File: config.mk
export PLATFORM = sky130hd
export DESIGN_NAME = perceptron_ctrl
export DESIGN_NICKNAME = d
export VERILOG_FILES = /design/src/rtl/perceptron_ctrl.sv
export SDC_FILE = /design/constraint.sdc
export NUM_CORES = 1
export LEC_CHECK = 0
export ABC_AREA = 1
export CAP_MARGIN = 20
export CORE_MARGIN = 2
export CORE_UTILIZATION = 45
export DETAILED_ROUTE_END_ITERATION = 7
export PLACE_DENSITY = 0.73
export SLEW_MARGIN = 0
export SYNTH_ARGS = -nofsm -noshare
export SYNTH_HDL_FRONTEND = slang
export SYNTH_SLANG_ARGS = --single-unit
File: constraint.sdc
create_clock -name clk -period 2.2 [get_ports clk]
set_clock_uncertainty 0.15 [all_clocks]
set_input_delay 0.33 -clock clk [delete_from_list [all_inputs] [get_ports clk]]
set_output_delay 0.33 -clock clk [all_outputs]
set_load 0.005 [all_outputs]
File: src/rtl/perceptron_ctrl.sv
// Host command sequencer: parses framed UART bytes, loads operands, launches datapath ops, streams results.
// Optional inter-byte timeout abort enabled by defining PERCEPTRON_CTRL_TIMEOUT_EN.
module perceptron_ctrl #(
  parameter int unsigned DATA_W      = 32,
  parameter int unsigned TIMEOUT_CYC = 2000000
) (
  input  logic              clk,
  input  logic              nRst,
  input  logic              rx_valid,
  input  logic [7:0]        rx_data,
  output logic [7:0]        tx_data,
  output logic              tx_valid,
  input  logic              tx_ready,
  output logic [DATA_W-1:0] reg_a,
  output logic [DATA_W-1:0] reg_b,
  output logic              op_start,
  output logic [1:0]        op_sel,
  input  logic              op_done,
  input  logic [DATA_W-1:0] result,
  output logic              busy,
  output logic              err,
  output logic              ovr
);

  localparam int unsigned NBYTES = DATA_W / 8;
  localparam int unsigned CNT_W  = (NBYTES > 1) ? $clog2(NBYTES) : 1;

  typedef enum logic [2:0] {S_IDLE, S_HDR, S_LOAD, S_EXEC, S_SEND} state_t;

  state_t             state_q, state_d;
  logic [CNT_W-1:0]   cnt_q, cnt_d, cnt_nxt;
  logic [DATA_W-1:0]  shadow_q, shadow_d;
  logic               dst_b_q, dst_b_d;
  logic [DATA_W-1:0]  reg_a_q, reg_a_d, reg_b_q, reg_b_d;
  logic [DATA_W-1:0]  snap_q, snap_d;
  logic               op_start_q, op_start_d;
  logic [1:0]         op_sel_q, op_sel_d;
  logic [7:0]         tx_data_q, tx_data_d;
  logic               tx_valid_q, tx_valid_d;
  logic               busy_q, busy_d;
  logic               err_q, err_d;
  logic               ovr_q, ovr_d;

`ifdef PERCEPTRON_CTRL_TIMEOUT_EN
  localparam int unsigned TMO_W = (TIMEOUT_CYC > 1) ? $clog2(TIMEOUT_CYC) : 1;
  logic [TMO_W-1:0] tmo_q, tmo_d;
`else
  logic unused_tmo_c;
  assign unused_tmo_c = (TIMEOUT_CYC == 0);
`endif

  assign cnt_nxt = cnt_q + CNT_W'(1);

  // Frame parser / sequencer next-state and output logic
  always_comb begin
    state_d    = state_q;
    cnt_d      = cnt_q;
    shadow_d   = shadow_q;
    dst_b_d    = dst_b_q;
    reg_a_d    = reg_a_q;
    reg_b_d    = reg_b_q;
    snap_d     = snap_q;
    op_start_d = 1'b0;
    op_sel_d   = op_sel_q;
    tx_data_d  = tx_data_q;
    tx_valid_d = tx_valid_q;
    err_d      = err_q;
    ovr_d      = ovr_q;
`ifdef PERCEPTRON_CTRL_TIMEOUT_EN
    tmo_d      = '0;
`endif

    case (state_q)
      S_IDLE: begin
        if (rx_valid && rx_data == 8'h00) state_d = S_HDR;
      end
      S_HDR: begin
        if (rx_valid) begin
          cnt_d = '0;
          case (rx_data)
            8'h00, 8'h01: begin
              state_d  = S_LOAD;
              dst_b_d  = rx_data[0];
              shadow_d = '0;
            end
            8'h02: begin
              state_d = S_SEND;
              snap_d  = result;
            end
            8'h03, 8'h05, 8'h06: begin
              state_d    = S_EXEC;
              op_start_d = 1'b1;
              op_sel_d   = (rx_data == 8'h03) ? 2'd0 : (rx_data == 8'h05) ? 2'd1 : 2'd2;
            end
            default: begin
              state_d = S_IDLE;
              err_d   = 1'b1;
            end
          endcase
        end
      end
      S_LOAD: begin
        if (rx_valid) begin
          shadow_d[{cnt_q, 3'b000} +: 8] = rx_data;
          if (cnt_q == CNT_W'(NBYTES - 1)) begin
            if (dst_b_q) reg_b_d = shadow_d;
            else         reg_a_d = shadow_d;
            state_d = S_IDLE;
            cnt_d   = '0;
          end else begin
            cnt_d = cnt_nxt;
          end
        end
      end
      S_EXEC: begin
        if (rx_valid) ovr_d = 1'b1;
        // A done coincident with our own start pulse belongs to no op of ours
        if (op_done && !op_start_q) state_d = S_IDLE;
      end
      S_SEND: begin
        if (rx_valid) ovr_d = 1'b1;
        if (!tx_valid_q) begin
          tx_valid_d = 1'b1;
          tx_data_d  = snap_q[{cnt_q, 3'b000} +: 8];
        end else if (tx_ready) begin
          if (cnt_q == CNT_W'(NBYTES - 1)) begin
            tx_valid_d = 1'b0;
            state_d    = S_IDLE;
            cnt_d      = '0;
          end else begin
            cnt_d     = cnt_nxt;
            tx_data_d = snap_q[{cnt_nxt, 3'b000} +: 8];
          end
        end
      end
      default: state_d = S_IDLE;
    endcase

`ifdef PERCEPTRON_CTRL_TIMEOUT_EN
    // Abort a stalled frame; loaded registers keep their previous values
    if ((state_q == S_HDR || state_q == S_LOAD) && !rx_valid) begin
      if (tmo_q == TMO_W'(TIMEOUT_CYC - 1)) begin
        state_d  = S_IDLE;
        err_d    = 1'b1;
        cnt_d    = '0;
        shadow_d = '0;
      end else begin
        tmo_d = tmo_q + TMO_W'(1);
      end
    end
`endif

    busy_d = (state_d != S_IDLE);
  end

  always_ff @(posedge clk or negedge nRst) begin
    if (!nRst) begin
      state_q    <= S_IDLE;
      cnt_q      <= '0;
      shadow_q   <= '0;
      dst_b_q    <= 1'b0;
      reg_a_q    <= '0;
      reg_b_q    <= '0;
      snap_q     <= '0;
      op_start_q <= 1'b0;
      op_sel_q   <= 2'd0;
      tx_data_q  <= 8'h00;
      tx_valid_q <= 1'b0;
      busy_q     <= 1'b0;
      err_q      <= 1'b0;
      ovr_q      <= 1'b0;
    end else begin
      state_q    <= state_d;
      cnt_q      <= cnt_d;
      shadow_q   <= shadow_d;
      dst_b_q    <= dst_b_d;
      reg_a_q    <= reg_a_d;
      reg_b_q    <= reg_b_d;
      snap_q     <= snap_d;
      op_start_q <= op_start_d;
      op_sel_q   <= op_sel_d;
      tx_data_q  <= tx_data_d;
      tx_valid_q <= tx_valid_d;
      busy_q     <= busy_d;
      err_q      <= err_d;
      ovr_q      <= ovr_d;
    end
  end

`ifdef PERCEPTRON_CTRL_TIMEOUT_EN
  always_ff @(posedge clk or negedge nRst) begin
    if (!nRst) tmo_q <= '0;
    else       tmo_q <= tmo_d;
  end
`endif

  assign tx_data  = tx_data_q;
  assign tx_valid = tx_valid_q;
  assign reg_a    = reg_a_q;
  assign reg_b    = reg_b_q;
  assign op_start = op_start_q;
  assign op_sel   = op_sel_q;
  assign busy     = busy_q;
  assign err      = err_q;
  assign ovr      = ovr_q;

endmodule

Yosys cells after proc, flatten, opt, wreduce, memory -nomap -nowiden --
Index checks and enable logic that the tools add are counted.
Storage, ports and cells: output and inout bits 79, register bits 149
Cells by class: shift-type cells 4, $add $sub $neg 2, equal/unequal tests 17, mux-type cells 31, bitwise gates (word level) 2, reductions and logical operators 22
Operators with widths (count):
- $mux 32 | 3
- $pmux 32 s2 | 1
- $shiftx 32x6->8 | 2
- $bwmux 32 | 1
- $shift 8x7->32 const A | 1
- $shiftx 8x7->32 | 1
- $mux 8 | 3
- $mux 3 | 7
- $eq 8x2->1 const B | 2
- $eq 8x3->1 const B | 2
- $pmux 3 s5 | 1
- $reduce_and 3->1 | 5
- $mux 2 | 7
- $ne 2x2->1 const B | 7
- $reduce_and 4->1 | 3
- $pmux 3 s3 | 1
- $eq 8x1->1 const B | 1
- $logic_not 8->1 | 1
- $neg 5->7 | 1
- $eq 3x2->1 const B | 2
- $mux 1 | 6
- $pmux 2 s3 | 1
- $reduce_bool 3->1 | 2
- $reduce_or 6->1 | 1
- 13 further kinds | 16

Depth between registers and ports, before layout --
depth after elaboration 6, mapped depth 10, gate-level depth less buffers 9

Worst setup path before layout --
Ideal clock, no wire load.
path kind reg2reg, start reg cnt_q[0], end reg tx_data_q[2] (netlist: tx_data[2]), period minus slack after synthesis 1924 ps, cell stages (with the launch flop) 10, data arrival time 1654 ps, required time 1930 ps, slack 276 ps, path buffers 0, cells stage by stage dfrtp_1 inv_1 ha_1 nand2_1 o21ai_1 clkinv_1 o211ai_1 o21ai_0 nand2_1 nand2_1
On the way: longest elaborated chain between the ends 5, elaborated cells between the ends (all ways) 9, classes of those cells 1 x add/sub; 2 x eq/ne; 2 x shift; 3 x mux; 1 x reduce/logical
Ends and longest elaborated chain:
- from (decl) | line 31 | logic [CNT_W-1:0] cnt_q, cnt_d, cnt_nxt;
- from (signal assigned) | line 174 | cnt_q <= cnt_d;
- $add 2x1->2 | line 52 | assign cnt_nxt = cnt_q + CNT_W'(1);
- $shiftx 32x6->8 | line 132 | tx_data_d = snap_q[{cnt_nxt, 3'b000} +: 8];
- $mux 8 | line 126 | if (cnt_q == CNT_W'(NBYTES - 1)) begin
- $mux 8 | line 125 | end else if (tx_ready) begin
- $mux 8 | line 122 | if (!tx_valid_q) begin
- to (signal assigned) | line 182 | tx_data_q <= tx_data_d;
- to (decl) | line 38 | logic [7:0] tx_data_q, tx_data_d;
Parallel ways exist; a longest one is shown, timed or not. The select of a mux whose other input is x is not followed. A chain may end at the register's enable or synchronous reset.

Final worst setup path --
start reg cnt_q[1], end reg shadow_q[13]
On the way: longest elaborated chain between the ends 5, elaborated cells between the ends (all ways) 6, classes of those cells 1 x add/sub; 2 x shift; 3 x mux
Ends and longest elaborated chain:
- $neg 5->7 (*) | line 104 | shadow_d[{cnt_q, 3'b000} +: 8] = rx_data;
- $shiftx 8x7->32 or $shift 8x7->32 (tied branches) | line 104
- $bwmux 32 (*) | line 104
- $mux 32 (*) | line 103 | if (rx_valid) begin
- $pmux 32 s2 (*) | line 73 | case (state_q)
- to (signal assigned) | line 175 | shadow_q <= shadow_d;
- to (decl) | line 32 | logic [DATA_W-1:0] shadow_q, shadow_d;
Every way passes the cells marked *; elsewhere a longest branch is shown, timed or not. The select of a mux whose other input is x is not followed.

==> results.sh <==
export IMPL_clkPwrFrac_pct=31.2
export IMPL_numCtsBuffers=17
export IMPL_final_hold_viol_count=0
export IMPL_hp_class="primary input to asynchronous set/reset pin"
export IMPL_cp_data_required_time_ns=2.39
export IMPL_wl_met1_um=7250
export IMPL_stdcell_count=1017
export IMPL_syn2layout_area_growth_pct=33.0
export IMPL_pwr_share_seq_pct=36.6
export IMPL_clock_path_buffers=2
export IMPL_mostFrequentLayoutCell="dfrtp_1"
export IMPL_endpoint_kind="register"
export IMPL_peakVddDrop_mv=0.632
export IMPL_met3_length_um=1100
export IMPL_p_int_mw=6.40
export IMPL_rsz0062_at_grt="true"
export IMPL_placed_cell_area_um2=8190
export IMPL_core_um2=14500
export IMPL_p_sw_share_pct=32.7
export IMPL_period_share_pct=98.2
export IMPL_relSlewSlack_pct=62.6
export IMPL_drive_gt1_share_pct=16.2
export IMPL_synth_area_leaders="dfrtp_1 56%, mux2_2 9.3%, nand2_1 5.7%"
export IMPL_synth_enable_flop_cells=0
export IMPL_gp_congestion=0.883
export IMPL_cts_tree="built"
export IMPL_drv_cap=0
export IMPL_synth_avg_cell_area_um2=9.74
export IMPL_drt_pass1_iterations=7
export IMPL_drt_iter0_markers=473
export IMPL_dpl_worst_slack_ns=0.00122
export IMPL_worstSkewPairLatency_ns=0.42
export IMPL_setup_violations=0
export IMPL_syn_inst=685
export IMPL_cts_sinks=149
export IMPL_grt_first_pass_wirelength_um=28200
export IMPL_syn_area_um2=6670
export IMPL_highest_layer="met4"
export IMPL_vias=5537
export IMPL_syn_nets=736
export IMPL_drc=0
export IMPL_path_class="register to register"
export IMPL_final_nets=871
export IMPL_routed_wl_um=17000
export IMPL_max_freq_mhz=463
export IMPL_synth_top_flop_cell="dfrtp_1"
export IMPL_cp_common_cell="nand3_1"
export IMPL_seq_area_frac_synth_pct=55.9
export IMPL_dp_cells=983
export IMPL_start_kind="register"
export IMPL_grt_usage_pct=22.4
export IMPL_die_area_um2=15800
export IMPL_yosys_warnings=0
export IMPL_synth_top_area_share_pct=55.9
export IMPL_post_route_util_pct=61.1
export IMPL_wl_per_cell_um=16.7
export IMPL_grt_max_degree=57
export IMPL_synth_cell_types=28
export IMPL_fp_dieH_um=126
export IMPL_status="completed"
export IMPL_dr_wl_met2_um=8290
export IMPL_avgViaCountPerCell=5.44
export IMPL_synth_area_leader_cell="dfrtp_1"
export IMPL_clk_pin_slew_ns=0.06
export IMPL_design_area_um2=8870
export IMPL_p_total_mw=9.52
export IMPL_fin_tns_setup_ns=0
export IMPL_root_buffer="clkbuf_16"
export IMPL_portBuffers=123
export IMPL_slowest_delay_ns=0.41
export IMPL_grt_overflow=0
export IMPL_crit_chain="inv_1 > ha_1 > buf_4 > nand3_1 > o22ai_1 > nand3_1 > o21ai_0"
export IMPL_post_route_min_period_ns=2.16
export IMPL_io_pins=124
export IMPL_hold_slack_ns=0.299
export IMPL_fp_dieW_um=126
export IMPL_critPathSlowestCell="dfrtp_1"
export IMPL_layout_common_cells="149 x dfrtp_1, 122 x clkdlybuf4s50_1, 102 x nand2_1"
export IMPL_p_per_area_nw_per_um2=1070
export IMPL_drv_slew=0
export IMPL_worstMarginPinSlew_ns=0.560
export IMPL_dp_final_hpwl_um=11700
export IMPL_grt_pass1_vias=5617
export IMPL_path_max_fanout=9
export IMPL_antenna_left=0
export IMPL_fp_row_count=44
export IMPL_initial_core_util_pct=45.9
export IMPL_setup_ws_ns=0.0389
export IMPL_insertedDiodeCount=0
export IMPL_p_switching_mw=3.11
export IMPL_combPwrFrac_pct=32.2
export IMPL_async_reset_ff_share_pct=100
export IMPL_cts_max_level=4
export IMPL_cp_data_arrival_time_ns=2.35
export IMPL_ys_seq_elements=149
export IMPL_antenna_found_initial=0
export IMPL_p_leak_nw=4.19
path summary, 6_finish.rpt:
path,depth (start not counted),slack [ns],to,startpoint
max,7,0.04,shadow_q[13]$_DFFE_PN0P_,cnt_q[1]$_DFFE_PN0P_
max in group asynchronous,3,0.94,reg_a[4]$_DFFE_PN0P_,nRst
min reg2reg,2,0.32,snap_q[19]$_DFFE_PN0P_,snap_q[19]$_DFFE_PN0P_
max reg2reg,7,0.04,shadow_q[13]$_DFFE_PN0P_,cnt_q[1]$_DFFE_PN0P_
min in group clk,3,0.32,snap_q[14]$_DFFE_PN0P_,result[14]
min,2,0.30,op_sel[0]$_DFFE_PN0P_,nRst
cell type report:
cell class                      count  area, µm²
Tap cell                          184        230
Inverter                           82        322
Clock inverter                     15        179
Fill cell                        1215       5660
Timing Repair Buffer              150       1510
Sequential cell                   149       3730
Clock buffer                       17        425
Multi-Input combinational cell    420       2480
routing by layer:
metal  vias up  global-route usage (%)
met5         -                       0
met4         0                    8.21
met3        28                    6.07
met2       218                    35.9
met1      2735                    29.5
li1       2556                       -
sequential cells by signal, summed over array words and instances (netlist names):
| register | count |
|---|---|
| snap_q | 32 |
| op_sel | 2 |
| busy | 1 |
| dst_b_q | 1 |
| reg_b | 32 |
| state_q | 3 |
| cnt_q | 2 |
| ovr | 1 |
| tx_data | 8 |
| err | 1 |
| shadow_q | 32 |
| op_start | 1 |
| reg_a | 32 |
| tx_valid | 1 |
critical path, delay by kind of cell, from the launching register on:
kind,cells,cell delay (ns)
AOI/OAI and AO/OA,2,0.48
adders and majority gates,1,0.34
and+or+nand+nor,2,0.40
buffers and inverters,2,0.30
DFF,1,0.41
power by group through the flow:
stage                     clock, mW  combinational, mW  sequential, mW
after CTS                      3.01               2.88            3.48
after global placement            0               2.76            3.50
after detailed placement          0               2.85            3.52
after floorplan                   0               1.56            3.50
final                          2.97               3.07            3.48
after global routing           3.13               3.37            3.54
synth_stat cells, types with 2 or more instances:
| cell | number |
|---|---|
| buf_6 | 5 |
| nand2_1 | 102 |
| clkbuf_1 | 7 |
| o21ai_0 | 64 |
| ha_1 | 6 |
| buf_2 | 16 |
| mux2_2 | 55 |
| nor3_4 | 2 |
| nor2_1 | 54 |
| dfrtp_1 | 149 |
| inv_1 | 77 |
| buf_4 | 5 |
| inv_2 | 4 |
| o22ai_1 | 28 |
| nand2_2 | 4 |
| o21bai_1 | 2 |
| a21oi_1 | 27 |
| nand3_1 | 50 |
| o211ai_1 | 10 |
| nand4_1 | 10 |
repair_timing:
action	CTS	global route
hold endpoints to repair	52	0
resized for setup	1	9
endpoints found under the setup margin	1	46
pin swaps	0	0
setup buffers	0	1
hold buffers	1	0
logic make-up (layout without fill, tap and decap cells):
logic type	Yosys count	in the layout	share of synthesized area, %
AOI/OAI and AO/OA	134	134	11.1
adders and majority gates	6	6	1.13
buffers and inverters	116	264	7.67
DFF	149	149	55.9
muxes	56	56	9.45
and+or+nand+nor	224	224	14.8
(Power assumes the default switching activity.)
